==> config.mk <==
export PLATFORM = sky130hd
export DESIGN_NAME = oled_spi_rx
export DESIGN_NICKNAME = d
export VERILOG_FILES = /design/src/rtl/oled_spi_rx.sv
export SDC_FILE = /design/constraint.sdc
export NUM_CORES = 1
export LEC_CHECK = 0
export BUFFER_PORTS_ARGS = -buffer_cell sky130_fd_sc_hd__buf_2
export CORE_MARGIN = 4
export CORE_UTILIZATION = 44
export CTS_CLUSTER_SIZE = 10
export DETAILED_ROUTE_END_ITERATION = 8
export SYNTH_ARGS = -nofsm -noshare
export SYNTH_HDL_FRONTEND = slang
export SYNTH_SLANG_ARGS = --single-unit
==> constraint.sdc <==
create_clock -name i_clk -period 4.25 [get_ports i_clk]
set_input_delay 0.85 -clock i_clk [delete_from_list [all_inputs] [get_ports i_clk]]
set_output_delay 0.85 -clock i_clk [all_outputs]
set_load 0.05 [all_outputs]
==> src/rtl/oled_spi_rx.sv <==
// SPI-target receiver for the OLED command/data link.
// Tagged bytes are queued in a FIFO read over a pipelined Wishbone port.
module oled_spi_rx #(
  parameter int LGFLEN = 4
) (
  input  logic        i_clk,
  input  logic        i_reset,
  input  logic        i_wb_cyc,
  input  logic        i_wb_stb,
  input  logic        i_wb_we,
  input  logic [1:0]  i_wb_addr,
  input  logic [31:0] i_wb_data,
  output logic        o_wb_ack,
  output logic        o_wb_stall,
  output logic [31:0] o_wb_data,
  input  logic        i_sck,
  input  logic        i_cs_n,
  input  logic        i_mosi,
  input  logic        i_dbit,
  output logic        o_int
);

  localparam int DEPTH = 1 << LGFLEN;
  localparam logic [LGFLEN:0] FULL_LVL = (LGFLEN+1)'(DEPTH);
  localparam logic [LGFLEN:0] FILL_ONE = (LGFLEN+1)'(1);
  localparam logic [LGFLEN-1:0] PTR_ONE = LGFLEN'(1);

  // [0],[1] synchronize; [2] is the previous value for edge detection
  logic [2:0] sck_q, cs_q, mosi_q, dbit_q;

  always_ff @(posedge i_clk or posedge i_reset) begin
    if (i_reset) begin
      sck_q  <= 3'b111;
      cs_q   <= 3'b111;
      mosi_q <= 3'b000;
      dbit_q <= 3'b000;
    end else begin
      sck_q  <= {sck_q[1:0], i_sck};
      cs_q   <= {cs_q[1:0], i_cs_n};
      mosi_q <= {mosi_q[1:0], i_mosi};
      dbit_q <= {dbit_q[1:0], i_dbit};
    end
  end

  logic cs_n, sck_rise, cs_rise;
  assign cs_n     = cs_q[1];
  assign sck_rise = sck_q[1] & ~sck_q[2];
  assign cs_rise  = cs_q[1] & ~cs_q[2];

  logic [2:0]  bitcnt;
  logic [7:0]  shreg;
  logic        push_pend;
  logic [8:0]  push_word;
  logic [15:0] bytecnt;
  logic        ferr_set;

  assign ferr_set = cs_rise & (bitcnt != 3'd0);

  always_ff @(posedge i_clk or posedge i_reset) begin
    if (i_reset) begin
      bitcnt    <= 3'd0;
      shreg     <= 8'd0;
      push_pend <= 1'b0;
      push_word <= 9'd0;
      bytecnt   <= 16'd0;
    end else begin
      push_pend <= 1'b0;
      if (cs_n) begin
        bitcnt <= 3'd0;
        shreg  <= 8'd0;
      end else if (sck_rise) begin
        shreg  <= {shreg[6:0], mosi_q[1]};
        bitcnt <= bitcnt + 3'd1;
        if (bitcnt == 3'd7) begin
          push_pend <= 1'b1;
          push_word <= {dbit_q[1], shreg[6:0], mosi_q[1]};
          bytecnt   <= bytecnt + 16'd1;
        end
      end
    end
  end

  logic [8:0]        mem [DEPTH];
  logic [LGFLEN-1:0] wr_ptr, rd_ptr;
  logic [LGFLEN:0]   fill;
  logic              empty, full;
  logic              bus_wr, pop, flush, clr_ovfl, clr_ferr;
  logic              do_push, ovfl_set;
  logic              ovfl, ferr;

  assign empty    = (fill == '0);
  assign full     = (fill == FULL_LVL);
  assign bus_wr   = i_wb_cyc & i_wb_stb & i_wb_we & (i_wb_addr == 2'd0);
  assign pop      = i_wb_cyc & i_wb_stb & ~i_wb_we
                  & (i_wb_addr == 2'd1) & ~empty;
  assign flush    = bus_wr & i_wb_data[0];
  assign clr_ovfl = bus_wr & i_wb_data[31];
  assign clr_ferr = bus_wr & i_wb_data[30];
  assign do_push  = push_pend & ~flush & (~full | pop);
  assign ovfl_set = push_pend & ~flush & full & ~pop;

  always_ff @(posedge i_clk) begin
    if (do_push)
      mem[wr_ptr] <= push_word;
  end

  always_ff @(posedge i_clk or posedge i_reset) begin
    if (i_reset) begin
      wr_ptr <= '0;
      rd_ptr <= '0;
      fill   <= '0;
    end else if (flush) begin
      wr_ptr <= '0;
      rd_ptr <= '0;
      fill   <= '0;
    end else begin
      if (do_push)
        wr_ptr <= wr_ptr + PTR_ONE;
      if (pop)
        rd_ptr <= rd_ptr + PTR_ONE;
      case ({do_push, pop})
        2'b10:   fill <= fill + FILL_ONE;
        2'b01:   fill <= fill - FILL_ONE;
        default: fill <= fill;
      endcase
    end
  end

  // a same-cycle set wins over a clear so no event is ever lost
  always_ff @(posedge i_clk or posedge i_reset) begin
    if (i_reset) begin
      ovfl <= 1'b0;
      ferr <= 1'b0;
    end else begin
      if (ovfl_set)
        ovfl <= 1'b1;
      else if (clr_ovfl)
        ovfl <= 1'b0;
      if (ferr_set)
        ferr <= 1'b1;
      else if (clr_ferr)
        ferr <= 1'b0;
    end
  end

  logic [31:0] status, fifo_word;
  assign status = {ovfl, ferr, ~cs_n, 5'd0, 8'(fill), bytecnt};
  assign fifo_word = empty ? 32'h8000_0000
                           : {23'd0, mem[rd_ptr]};

  always_ff @(posedge i_clk or posedge i_reset) begin
    if (i_reset) begin
      o_wb_ack  <= 1'b0;
      o_wb_data <= 32'd0;
      o_int     <= 1'b0;
    end else begin
      o_wb_ack <= i_wb_stb;
      o_int    <= ~empty;
      if (i_wb_stb) begin
        case (i_wb_addr)
          2'd1, 2'd2: o_wb_data <= fifo_word;
          default:    o_wb_data <= status;
        endcase
      end
    end
  end

  assign o_wb_stall = 1'b0;

  logic unused_wdata;
  assign unused_wdata = ^i_wb_data[29:1];

endmodule

==> impl_metrics.tcl <==
set metrics [dict create \
    clockBufferDepth 3 \
    holdBufCountCts 0 \
    criticalPathCategory "reg2reg" \
    critPathLaunchType "register" \
    drv_cap 0 \
    insertedDiodeCount 0 \
    netlist.area_leader.share 0.453 \
    peakVddDrop_uv 352 \
    viasPerCell 5.26 \
    finalSetupTns_ps 0 \
    powerDensity_nw_per_um2 504 \
    vias 5009 \
    setup_viol 0 \
    syn_inst 607 \
    worst_pin_slew_ps 1020 \
    drive_above_1_share 0.193 \
    fin_crit_sh 0.722 \
    skew_ps 17.0 \
    route.detailed.drc 0 \
    fillCellCount 1750 \
    rows 53 \
    core_sq_um 21200 \
    start_util 0.451 \
    area_growth_pct 13.1 \
    grt-ovfl-total 0 \
    syn_avg_cell_area_sq_um 15.7 \
    cts_tree "built" \
    track_usage 0.155 \
    dieArea_sq_um 24100 \
    first_pass_iters 6 \
    final_hold_viol_count 0 \
    io_buffers 39 \
    clock-root-buffer "clkbuf_16" \
    ys_ff_latch 231 \
    syn_area_sq_um 9540 \
    p_leak_nw 4.39 \
    arrival_ps 3450 \
    cts_inserted_buffers 27 \
    synth-main-ff-cell "edfxtp_1" \
    slew_viol_final 0 \
    synth_edf_count 144 \
    synth_area_leaders "edfxtp_1 45%, dfrtp_1 21%, mux4_2 5.0%" \
    gp_congestion 0.788 \
    cts_setup_buffers 0 \
    antenna_left 0 \
    avgRoutedWirePerCell_microns 19.5 \
    pin_count 78 \
    synthDistinctLibCells 49 \
    drt-initial-drc-count 388 \
    crit_required_ps 4630 \
    fmax_mhz 326 \
    endpoint_kind "register" \
    antenna_found_initial 0 \
    fp.dieH_microns 155 \
    ys_warn_count 0 \
    max_slew_margin 0.318 \
    final_nets 717 \
    cts_resized 0 \
    clkLatencyLatePin_ps 540 \
    chipWidth_microns 155 \
    hp-class "reg2reg" \
    synthTopCellsByCount "144 x edfxtp_1, 81 x dfrtp_1, 49 x nand2_1, 33 x nor2_1, 32 x a21oi_1" \
    rsz0062_at_grt "no" \
    critPathMaxFanout 12 \
    grt_max_degree 59 \
    grt_pass1_wl_microns 29400 \
    grt_pass1_vias 5158 \
    cts_max_level 1 \
    dp_hpwl_microns 11800 \
    synth_most_common_cell "edfxtp_1" \
    clk_pin_slew_ps 60 \
    yosysTopAreaCell "edfxtp_1" \
    status "complete, no violations" \
    power_mw 5.43 \
    wirelength_microns 18600 \
    period_minus_slack_ps 3070 \
    cts.sink_count 231 \
    synth-seq-area-share 0.682 \
    async_reset_ff_frac 0.377 \
]
==> cell type report <==
cell class / instances / area [sq um] / share of cell area
tap: 275 / 344 / 0.0319
clock inverter: 3 / 55.1 / 0.00510
inverter: 29 / 110 / 0.0102
timing repair buffer: 52 / 293 / 0.0271
sequential: 231 / 6510 / 0.604
multi-input combinational: 317 / 2730 / 0.253
clock buffer: 46 / 747 / 0.0693
==> cells in the final DEF (no fill, tap or decap), types with 2 or more instances in the layout <==
cell and count:
a21oi_1 32, a22oi_1 18, and2_1 12, and3_1 3, and4_1 2, buf_2 39, buf_4 13, clkbuf_1 19
clkbuf_16 27, clkinv_2 2, conb_1 9, dfrtp_1 79, dfrtp_2 2, dfstp_2 6, edfxtp_1 144, ha_1 15
inv_1 28, mux2_2 13, mux2i_1 15, mux4_1 15, mux4_2 21, nand2_1 49, nand2b_1 2, nand3_1 9
nand4_1 6, nor2_1 33, nor2b_1 4, nor3b_1 2, nor4_1 4, o21ai_0 2, o22ai_1 13, xnor2_1 14
xor2_1 9
==> flip-flops by register name, indices dropped and copies added (netlist names), 2 cells and up <==
register	cells
bitcnt	3
bytecnt	16
cs_q	3
dbit_q	2
fill	5
mem	144
mosi_q	2
o_wb_data	24
push_word	9
rd_ptr	4
sck_q	3
shreg	7
wr_ptr	4
==> critical path, stage by stage, from the launching register on <==
cell and delay (ps):
dfrtp_1 470, nor4_4 460, and2_4 330, nor3_2 130, fa_1 440, a21o_1 190, a21oi_1 300, mux2_2 370
mux2i_1 140, a21oi_1 80
==> cells by family after synthesis <==
family / after synthesis / synth area share
DFF: 231 / 0.682
and+or+nand+nor: 135 / 0.0719
AOI/OAI and AO/OA: 69 / 0.0442
buffers and inverters: 67 / 0.0349
muxes: 65 / 0.123
xor gates and xnor gates: 23 / 0.0211
adders and majority gates: 16 / 0.0218
other: 1 / 0.000393
==> stage by stage <==
step / cell area, sq um / instances / utilization / setup slack, ps / hold WS [ps]
after floorplan: 9570 / 615 / - / 1160 / 331
after global placement: 9980 / 904 / 0.472 / 875 / 336
after CTS: 10800 / 953 / 0.510 / 1180 / 351
final: 10800 / 953 / 0.510 / 1180 / 346
after global routing: 10800 / 953 / 0.510 / 923 / 361
after detailed placement: 9980 / 904 / 0.472 / 709 / 336
==> power by group <==
group	internal [mW]	total, mW	switching (mW)
Sequential	2.45	2.58	0.127
Clock	1.25	2.11	0.860
Combinational	0.279	0.744	0.465
==> path summary, 6_finish.rpt <==
kind                                 from           end  slack (ps)  depth (start not counted)
worst max-delay path              fill[1]       fill[4]        1180                          9
worst min-delay path            mosi_q[0]     mosi_q[1]         350                          0
worst max register to register    fill[1]       fill[4]        1180                          9
worst min register to register  mosi_q[0]     mosi_q[1]         350                          0
max in group asynchronous         i_reset  o_wb_data[6]        2760                          3
min in group asynchronous         i_reset     bitcnt[1]         530                          2
==> routing by layer <==
metal  vias up  wire length [microns]  global-route usage
met5         -                      0                   0
met4         0                    343              0.0333
met3        27                    870              0.0287
met2        93                   8990               0.252
met1      2552                   8390               0.221
li1       2337                      -                   -
Power figures use the tool's default switching activity.
